`config.mk`:
```
export PLATFORM = sky130hd
export DESIGN_NAME = alu_ctrl_stage
export DESIGN_NICKNAME = d
export VERILOG_FILES = /design/src/rtl/alu_ctrl_stage.sv
export SDC_FILE = /design/constraint.sdc
export NUM_CORES = 1
export LEC_CHECK = 0
export CAP_MARGIN = 20
export CELL_PAD_IN_SITES_DETAIL_PLACEMENT = 0
export CELL_PAD_IN_SITES_GLOBAL_PLACEMENT = 1
export CORE_MARGIN = 2
export CORE_UTILIZATION = 39
export DETAILED_ROUTE_END_ITERATION = 10
export GPL_TIMING_DRIVEN = 0
export PLACE_DENSITY = 0.82
export SLEW_MARGIN = 15
export SYNTH_ARGS = -nofsm -noshare
export SYNTH_HDL_FRONTEND = slang
export SYNTH_SLANG_ARGS = --single-unit
```
`constraint.sdc`:
```
create_clock -name clk -period 2.4 [get_ports clk]
set_input_delay 0.48 -clock clk [delete_from_list [all_inputs] [get_ports clk]]
set_output_delay 0.48 -clock clk [all_outputs]
set_load 0.005 [all_outputs]
```
`src/rtl/alu_ctrl_stage.sv`:
```
// alu_ctrl_stage
//   Decodes {alu_op, funct3, funct7_5} into a 4-bit ALU select code and
//   registers the result in a two-entry skid buffer (main + skid), so that
//   in_ready is a pure register output with no path from out_ready.
//
//   Decode table:
//      00           -> 0010 (add)
//      01           -> 0110 (sub)
//      10 / 000     -> 0010 when funct7_5=0, 0110 when funct7_5=1
//      10 / 111     -> 0000 (and)
//      10 / 110     -> 0001 (or)
//      anything else -> 1111 with illegal=1
//
//   Optional feature (macro ALU_CTRL_ILLEGAL_CNT_EN): an 8-bit saturating
//   count of accepted illegal entries on port illegal_cnt. Without the macro
//   the port and the counter do not exist.
//
// Ports
//   clk          sole clock, rising edge
//   rst          asynchronous active-high reset
//   flush        discard both buffered entries on the next edge
//   in_valid     upstream entry present
//   in_ready     stage can accept an entry (= skid empty)
//   alu_op       instruction class
//   funct3       instruction funct3
//   funct7_5     instruction bit 30
//   out_valid    sel/illegal valid toward the ALU
//   out_ready    ALU consumes the current entry
//   sel          ALU select code
//   illegal      current entry decoded as unsupported
//   illegal_cnt  saturating illegal-entry count (macro builds only)

module alu_ctrl_stage (
    input  logic       clk,
    input  logic       rst,
    input  logic       flush,
    input  logic       in_valid,
    output logic       in_ready,
    input  logic [1:0] alu_op,
    input  logic [2:0] funct3,
    input  logic       funct7_5,
    output logic       out_valid,
    input  logic       out_ready,
    output logic [3:0] sel,
`ifdef ALU_CTRL_ILLEGAL_CNT_EN
    output logic       illegal,
    output logic [7:0] illegal_cnt
`else
    output logic       illegal
`endif
);

    localparam logic [3:0] SEL_ADD = 4'b0010;
    localparam logic [3:0] SEL_SUB = 4'b0110;
    localparam logic [3:0] SEL_AND = 4'b0000;
    localparam logic [3:0] SEL_OR  = 4'b0001;
    localparam logic [3:0] SEL_ILL = 4'b1111;

    logic [3:0] dec_sel;
    logic       dec_ill;

    logic       main_valid, main_valid_nxt;
    logic [3:0] main_sel,   main_sel_nxt;
    logic       main_ill,   main_ill_nxt;
    logic       skid_valid, skid_valid_nxt;
    logic [3:0] skid_sel,   skid_sel_nxt;
    logic       skid_ill,   skid_ill_nxt;

    logic       accept;
    logic       drain;

    // Input-side decode; only registered values reach the outputs.
    always_comb begin
        dec_sel = SEL_ILL;
        dec_ill = 1'b1;
        unique case (alu_op)
            2'b00: begin
                dec_sel = SEL_ADD;
                dec_ill = 1'b0;
            end
            2'b01: begin
                dec_sel = SEL_SUB;
                dec_ill = 1'b0;
            end
            2'b10: begin
                unique case (funct3)
                    3'b000: begin
                        dec_sel = funct7_5 ? SEL_SUB : SEL_ADD;
                        dec_ill = 1'b0;
                    end
                    3'b111: begin
                        dec_sel = SEL_AND;
                        dec_ill = 1'b0;
                    end
                    3'b110: begin
                        dec_sel = SEL_OR;
                        dec_ill = 1'b0;
                    end
                    default: begin
                        dec_sel = SEL_ILL;
                        dec_ill = 1'b1;
                    end
                endcase
            end
            default: begin
                dec_sel = SEL_ILL;
                dec_ill = 1'b1;
            end
        endcase
    end

    assign in_ready  = ~skid_valid;
    assign out_valid = main_valid;
    assign sel       = main_sel;
    assign illegal   = main_ill;

    assign accept = in_valid & in_ready;
    assign drain  = main_valid & out_ready;

    // Buffer next-state. The skid only fills while main is full and stalled,
    // and in_ready is low whenever the skid is full, so accept and a
    // skid-to-main move never coincide.
    always_comb begin
        main_valid_nxt = main_valid;
        main_sel_nxt   = main_sel;
        main_ill_nxt   = main_ill;
        skid_valid_nxt = skid_valid;
        skid_sel_nxt   = skid_sel;
        skid_ill_nxt   = skid_ill;

        if (flush) begin
            main_valid_nxt = 1'b0;
            skid_valid_nxt = 1'b0;
        end else if (drain && skid_valid) begin
            main_valid_nxt = 1'b1;
            main_sel_nxt   = skid_sel;
            main_ill_nxt   = skid_ill;
            skid_valid_nxt = 1'b0;
        end else if (!main_valid || drain) begin
            main_valid_nxt = accept;
            if (accept) begin
                main_sel_nxt = dec_sel;
                main_ill_nxt = dec_ill;
            end
        end else if (accept) begin
            skid_valid_nxt = 1'b1;
            skid_sel_nxt   = dec_sel;
            skid_ill_nxt   = dec_ill;
        end
    end

    always_ff @(posedge clk or posedge rst) begin
        if (rst) begin
            main_valid <= 1'b0;
            main_sel   <= 4'b0000;
            main_ill   <= 1'b0;
            skid_valid <= 1'b0;
            skid_sel   <= 4'b0000;
            skid_ill   <= 1'b0;
        end else begin
            main_valid <= main_valid_nxt;
            main_sel   <= main_sel_nxt;
            main_ill   <= main_ill_nxt;
            skid_valid <= skid_valid_nxt;
            skid_sel   <= skid_sel_nxt;
            skid_ill   <= skid_ill_nxt;
        end
    end

`ifdef ALU_CTRL_ILLEGAL_CNT_EN
    // Counts entries that actually enter the buffer; a flush cancels the
    // accept on that edge, and flushing never lowers the count.
    always_ff @(posedge clk or posedge rst) begin
        if (rst) begin
            illegal_cnt <= 8'd0;
        end else if (accept && !flush && dec_ill && (illegal_cnt != 8'hFF)) begin
            illegal_cnt <= illegal_cnt + 8'd1;
        end
    end
`endif

endmodule

```
=== Word level (Yosys, flattened, before mapping) ===
Index checks and enable logic that the tools add are counted.

* Memories: 0
* Input port bits: 11
* Word-level logic and storage cells: 49
* Bits in read-only memories: 0
* Memory bits (writable): 0
* Output and inout port bits: 7
* Bits in latches: 0
* Bits in registers: 12

* Reductions and logical operators: 14
* Magnitude comparators: 0
* Multiplexer cells: 18
* Div/mod/pow operators: 0
* Multiply operators: 0
* Shift-type cells: 0
* $add $sub $neg: 0
* Bitwise logic cells: 6
* Equality and inequality tests: 5

{| class="wikitable"
|+ Operator list
! operator !! number
|-
| $pmux W4 S3 || 2
|-
| $mux W4 || 3
|-
| $mux W1 || 11
|-
| $eq A3 B3 Y1 const B || 2
|-
| $reduce_bool A3 Y1 || 2
|-
| $not A1 Y1 || 4
|-
| $reduce_and A4 Y1 || 1
|-
| $reduce_bool A2 Y1 || 2
|-
| $logic_not A3 Y1 || 1
|-
| $mux W3 || 1
|-
| $ne A3 B3 Y1 const B || 1
|-
| $reduce_and A3 Y1 || 1
|-
| $reduce_or A3 Y1 || 1
|-
| $and A1 B1 Y1 || 2
|-
| $eq A2 B1 Y1 const B || 1
|-
| $eq A2 B2 Y1 const B || 1
|-
| $logic_not A2 Y1 || 1
|-
| $pmux W1 S2 || 1
|-
| $reduce_and A2 Y1 || 1
|-
| $reduce_or A2 Y1 || 1
|-
| $logic_and A1 B1 Y1 || 1
|-
| $logic_not A1 Y1 || 1
|-
| $logic_or A1 B1 Y1 || 1
|}

=== Longest topological paths before layout ===
* Depth in word-level cells: 7
* Depth in mapped cells: 4
* Gate-level depth less buffers: 3

=== Worst setup path before layout ===
Ideal clock, no wire load.

* Kind: input to register
* From: input out_ready
* To: register skid_sel[1]
* Data required time: 2.275 ns
* Slack: 0.812 ns
* Setup time: 0.125 ns
* Path buffers: 1
* Stages on the path: 3
* Arrival: 1.463 ns
* Cells stage by stage: buf_2 > nor4b_4 > mux2_2

* Word-level cells in the longest chain between the ends: 4
* Elaborated cells between the ends (all ways): 6
* Those cells by class: bitwise (3); reduce/logical (3)

{| class="wikitable"
|+ RTL lines
! what !! line !! RTL
|-
| start: declaration || 43 || <nowiki>input logic out_ready,</nowiki>
|-
| $and A1 B1 Y1 * || 118 || <nowiki>assign drain = main_valid & out_ready;</nowiki>
|-
| $logic_or A1 B1 Y1 or $logic_and A1 B1 Y1 (tied branches) || 139, 134 ||
|-
| $not A1 Y1 (no source line) || - ||
|-
| $reduce_and A4 Y1 (no source line) * || - ||
|-
| end signal: assignment || 165 || <nowiki>skid_sel <= skid_sel_nxt;</nowiki>
|-
| end: declaration || 66 || <nowiki>logic [3:0] skid_sel, skid_sel_nxt;</nowiki>
|}

Every way passes the cells marked *; elsewhere a longest branch is shown, timed or not.
A chain may end at the register's enable or synchronous reset.

=== Worst setup path in the final report ===
* From: register skid_valid
* To: output in_ready

* Word-level cells in the longest chain between the ends: 1

{| class="wikitable"
|+ RTL lines
! what !! line !! RTL
|-
| start: declaration || 65 || <nowiki>logic skid_valid, skid_valid_nxt;</nowiki>
|-
| start signal: assignment || 164 || <nowiki>skid_valid <= skid_valid_nxt;</nowiki>
|-
| $not A1 Y1 || 112 || <nowiki>assign in_ready = ~skid_valid;</nowiki>
|-
| end: declaration || 38 || <nowiki>output logic in_ready,</nowiki>
|}

No other way between the ends.

==> out/metrics.yaml <==
clocking:
  clockBufferDepth: 2
  cts_root_buf: "clkbuf_4"
  cts_buffers: 3
  cts_tree: "yes"
  post_cts_buffers: 0
  cts_sinks: 12
  cts-htree-levels: 1
  clk_transition_reported_paths_ns: 0.08
  clk_latency_ns: 0.28
  cts_resized: 0
  cts_hold_buffers: 0
placed_design:
  dp_hpwl_um: 1108
  io_buffers: 16
  dp_cells: 106
  dp_slack_ns: 0.2666
  gp_congestion: 0.7277
grt:
  overflow: 0
  antenna_found_initial: 0
  grt_usage_pct: 17.24
  grt_pass1_wl_um: 2566
  grt_max_degree: 13
  grt_pass1_vias: 571
detailed_routing:
  vias: 580
  ant_nets: 0
  drc_errors: 0
  finalWirelength_um: 1508
  drtPass1Iterations: 4
  avgViaCountPerCell: 5.273
  first_iter_violations: 7
  wl_per_cell_um: 13.71
job:
  maxCapViolCount: 0
setup_path:
  reg2reg_depth: 3
  critical_path_peak_fanout: 10
  setup.worst_path.class: "register to output pin"
  cp-start-kind: "register"
  path_cells: "buf_2 > inv_1 > clkdlybuf4s50_1"
  cp.required_ns: 1.92
  endpoint: "in_ready"
  endpoint_kind: "output pin"
  cp_slowest_stage_delay_ns: 0.49
  ff2ff_setup_slack_ns: 0.76
  reg2reg_from: "out_valid"
  r2r_end: "sel[1]"
  arrival_ns: 1.39
  startpoint: "skid_valid"
  crit_path_top_delay_cell: "clkdlybuf4s50_1"
logic_synthesis:
  ys_ff_latch: 12
  synth-edff-count: 0
  synth.avg_cell_area_um2: 10.93
  syn_inst: 65
  synth_simple_gate_area_share_pct: 20.60
  synth_cell_type_count: 27
  synth_nets: 76
  synth_area_um2: 710.7
  synth_ff_type: "dfrtp_1"
  ys_warn_count: 0
  synth_top_family_by_area: "simple AND/OR/NAND/NOR gates"
  muxShareOfSynthArea_pct: 15.32
  ys_seq_area_share_pct: 42.25
  synth_compound_area_share_pct: 14.61
  synth-xor-area-share_pct: 0
  synthArstFlopShare_pct: 100.0
  synthAdderAreaFrac_pct: 0
sta:
  rsz0062_at_grt: "false"
  slew_headroom_pct: 65.50
  hold_viol_final: 0
  whs_ns: 0.5027
  worst_slew_pin_slew_ns: 0.5153
  min_period_ns: 1.866
  fin_skew_ns: 0.003525
  drv_slew: 0
  setup_slack_ns: 0.5337
  finalCritPeriodShare_pct: 77.76
  fmax_ghz: 0.5358
  setup_viol: 0
  fin_setup_tns_ns: 0
power:
  p_leak_nw: 0.3904
  peakVddDrop_mv: 0.3473
  fin_total_pwr_mw: 0.5778
  powerDensity_mw_per_mm2: 615.7
floorplanning:
  rows: 15
  chipWidth_um: 46.69
  core_mm2: 0.001727
  chipHeight_um: 46.69
  die_area_mm2: 0.002179
  initial_core_util_pct: 41.16
  io_pins: 18
layout:
  area_growth_pct: 32.04
  drive_gt1_share_pct: 18.82
  n_fill_cell: 171
  stdcell_count: 110
  final_nets: 97
  diodes: 0
run_status:
  outcome: "completed"
min_path:
  min_path_type: "primary input to asynchronous set/reset pin"
-- state kept, by name, summed over array words and instances (netlist names) --
register,cells
skid_ill,1
skid_sel,4
out_valid,1
illegal,1
sel,4
skid_valid,1
-- Yosys cell counts (2+ instances only) --
cell type  number  area, um2
dfrtp_1        12      300.3
nand4b_1        2      17.52
a41oi_1         3      26.28
inv_1          11      41.29
a31o_2          2      17.52
buf_2           2      10.01
and4_1          3      26.28
a31oi_1         2      12.51
mux2i_1         6      60.06
nand2_1         2      7.510
mux2_2          3      33.78
nand3_1         2      10.01
-- power breakdown --
part | leakage [nW] | internal [mW] | switching, mW | total (mW)
Sequential | 0.139 | 0.244 | 0.0227 | 0.267
Clock | 0.0210 | 0.0923 | 0.0715 | 0.164
Combinational | 0.230 | 0.0887 | 0.0587 | 0.147
Total | 0.390 | 0.425 | 0.153 | 0.578
-- worst max-delay path, delay by kind of cell, from the launching register on --
family	cells	cell delay, ns
buffers and inverters	3	0.73
flip-flops	1	0.39
-- layer usage --
layer / routed length (um) / track usage [%] / share of wire [%]
met5: 0 / 0 / 0
met4: 16 / 6.667 / 1.1
met3: 87 / 3.529 / 5.8
met2: 774 / 29.44 / 51
met1: 630 / 21.10 / 42
-- worst min-delay path by stage --
| stage | start | end | slack (ns) |
|---|---|---|---|
| floorplan | rst | illegal | 0.34 |
| detailed placement | skid_sel[0] | skid_sel[0] | 0.49 |
| global route | rst | sel[2] | 0.54 |
| global placement | skid_sel[1] | skid_sel[1] | 0.49 |
| finish | rst | sel[2] | 0.50 |
| CTS | skid_sel[1] | skid_sel[1] | 0.51 |
-- through the flow --
stage	cell area [um2]	utilization (%)
after global placement	902.1	52.25
after CTS	938.4	54.35
after global routing	938.4	54.35
after floorplan	710.7	-
final	938.4	54.35
after detailed placement	902.1	52.25
-- cell type report --
class	instances	area, um2	area share, %
Multi-Input combinational cell	40	359.1	38.27
Sequential cell	12	300.3	32.00
Timing Repair Buffer	16	160.2	17.07
Inverter	11	41.29	4.400
Clock buffer	4	36.28	3.867
Tap cell	25	31.28	3.333
Buffer	2	10.01	1.067
-- cell families after synthesis --
family,Yosys count
flops,12
mux,10
simple gates,18
buf+inv,13
compound gates,12
-- layout by cell type (no fill, tap or decap), drive strengths merged, types with 2 or more instances in the layout --
cell type	netlist	layout
or4	2	2
a41oi	3	3
nand4b	2	2
buf	2	2
and4	3	3
clkbuf	0	4
a31oi	2	2
inv	11	11
nand3	2	2
mux2i	6	6
nand2	2	2
clkdlybuf4s50	0	16
mux2	4	4
a31o	2	2
dfrtp	12	12
No activity file was read; power rests on OpenSTA's default activity.
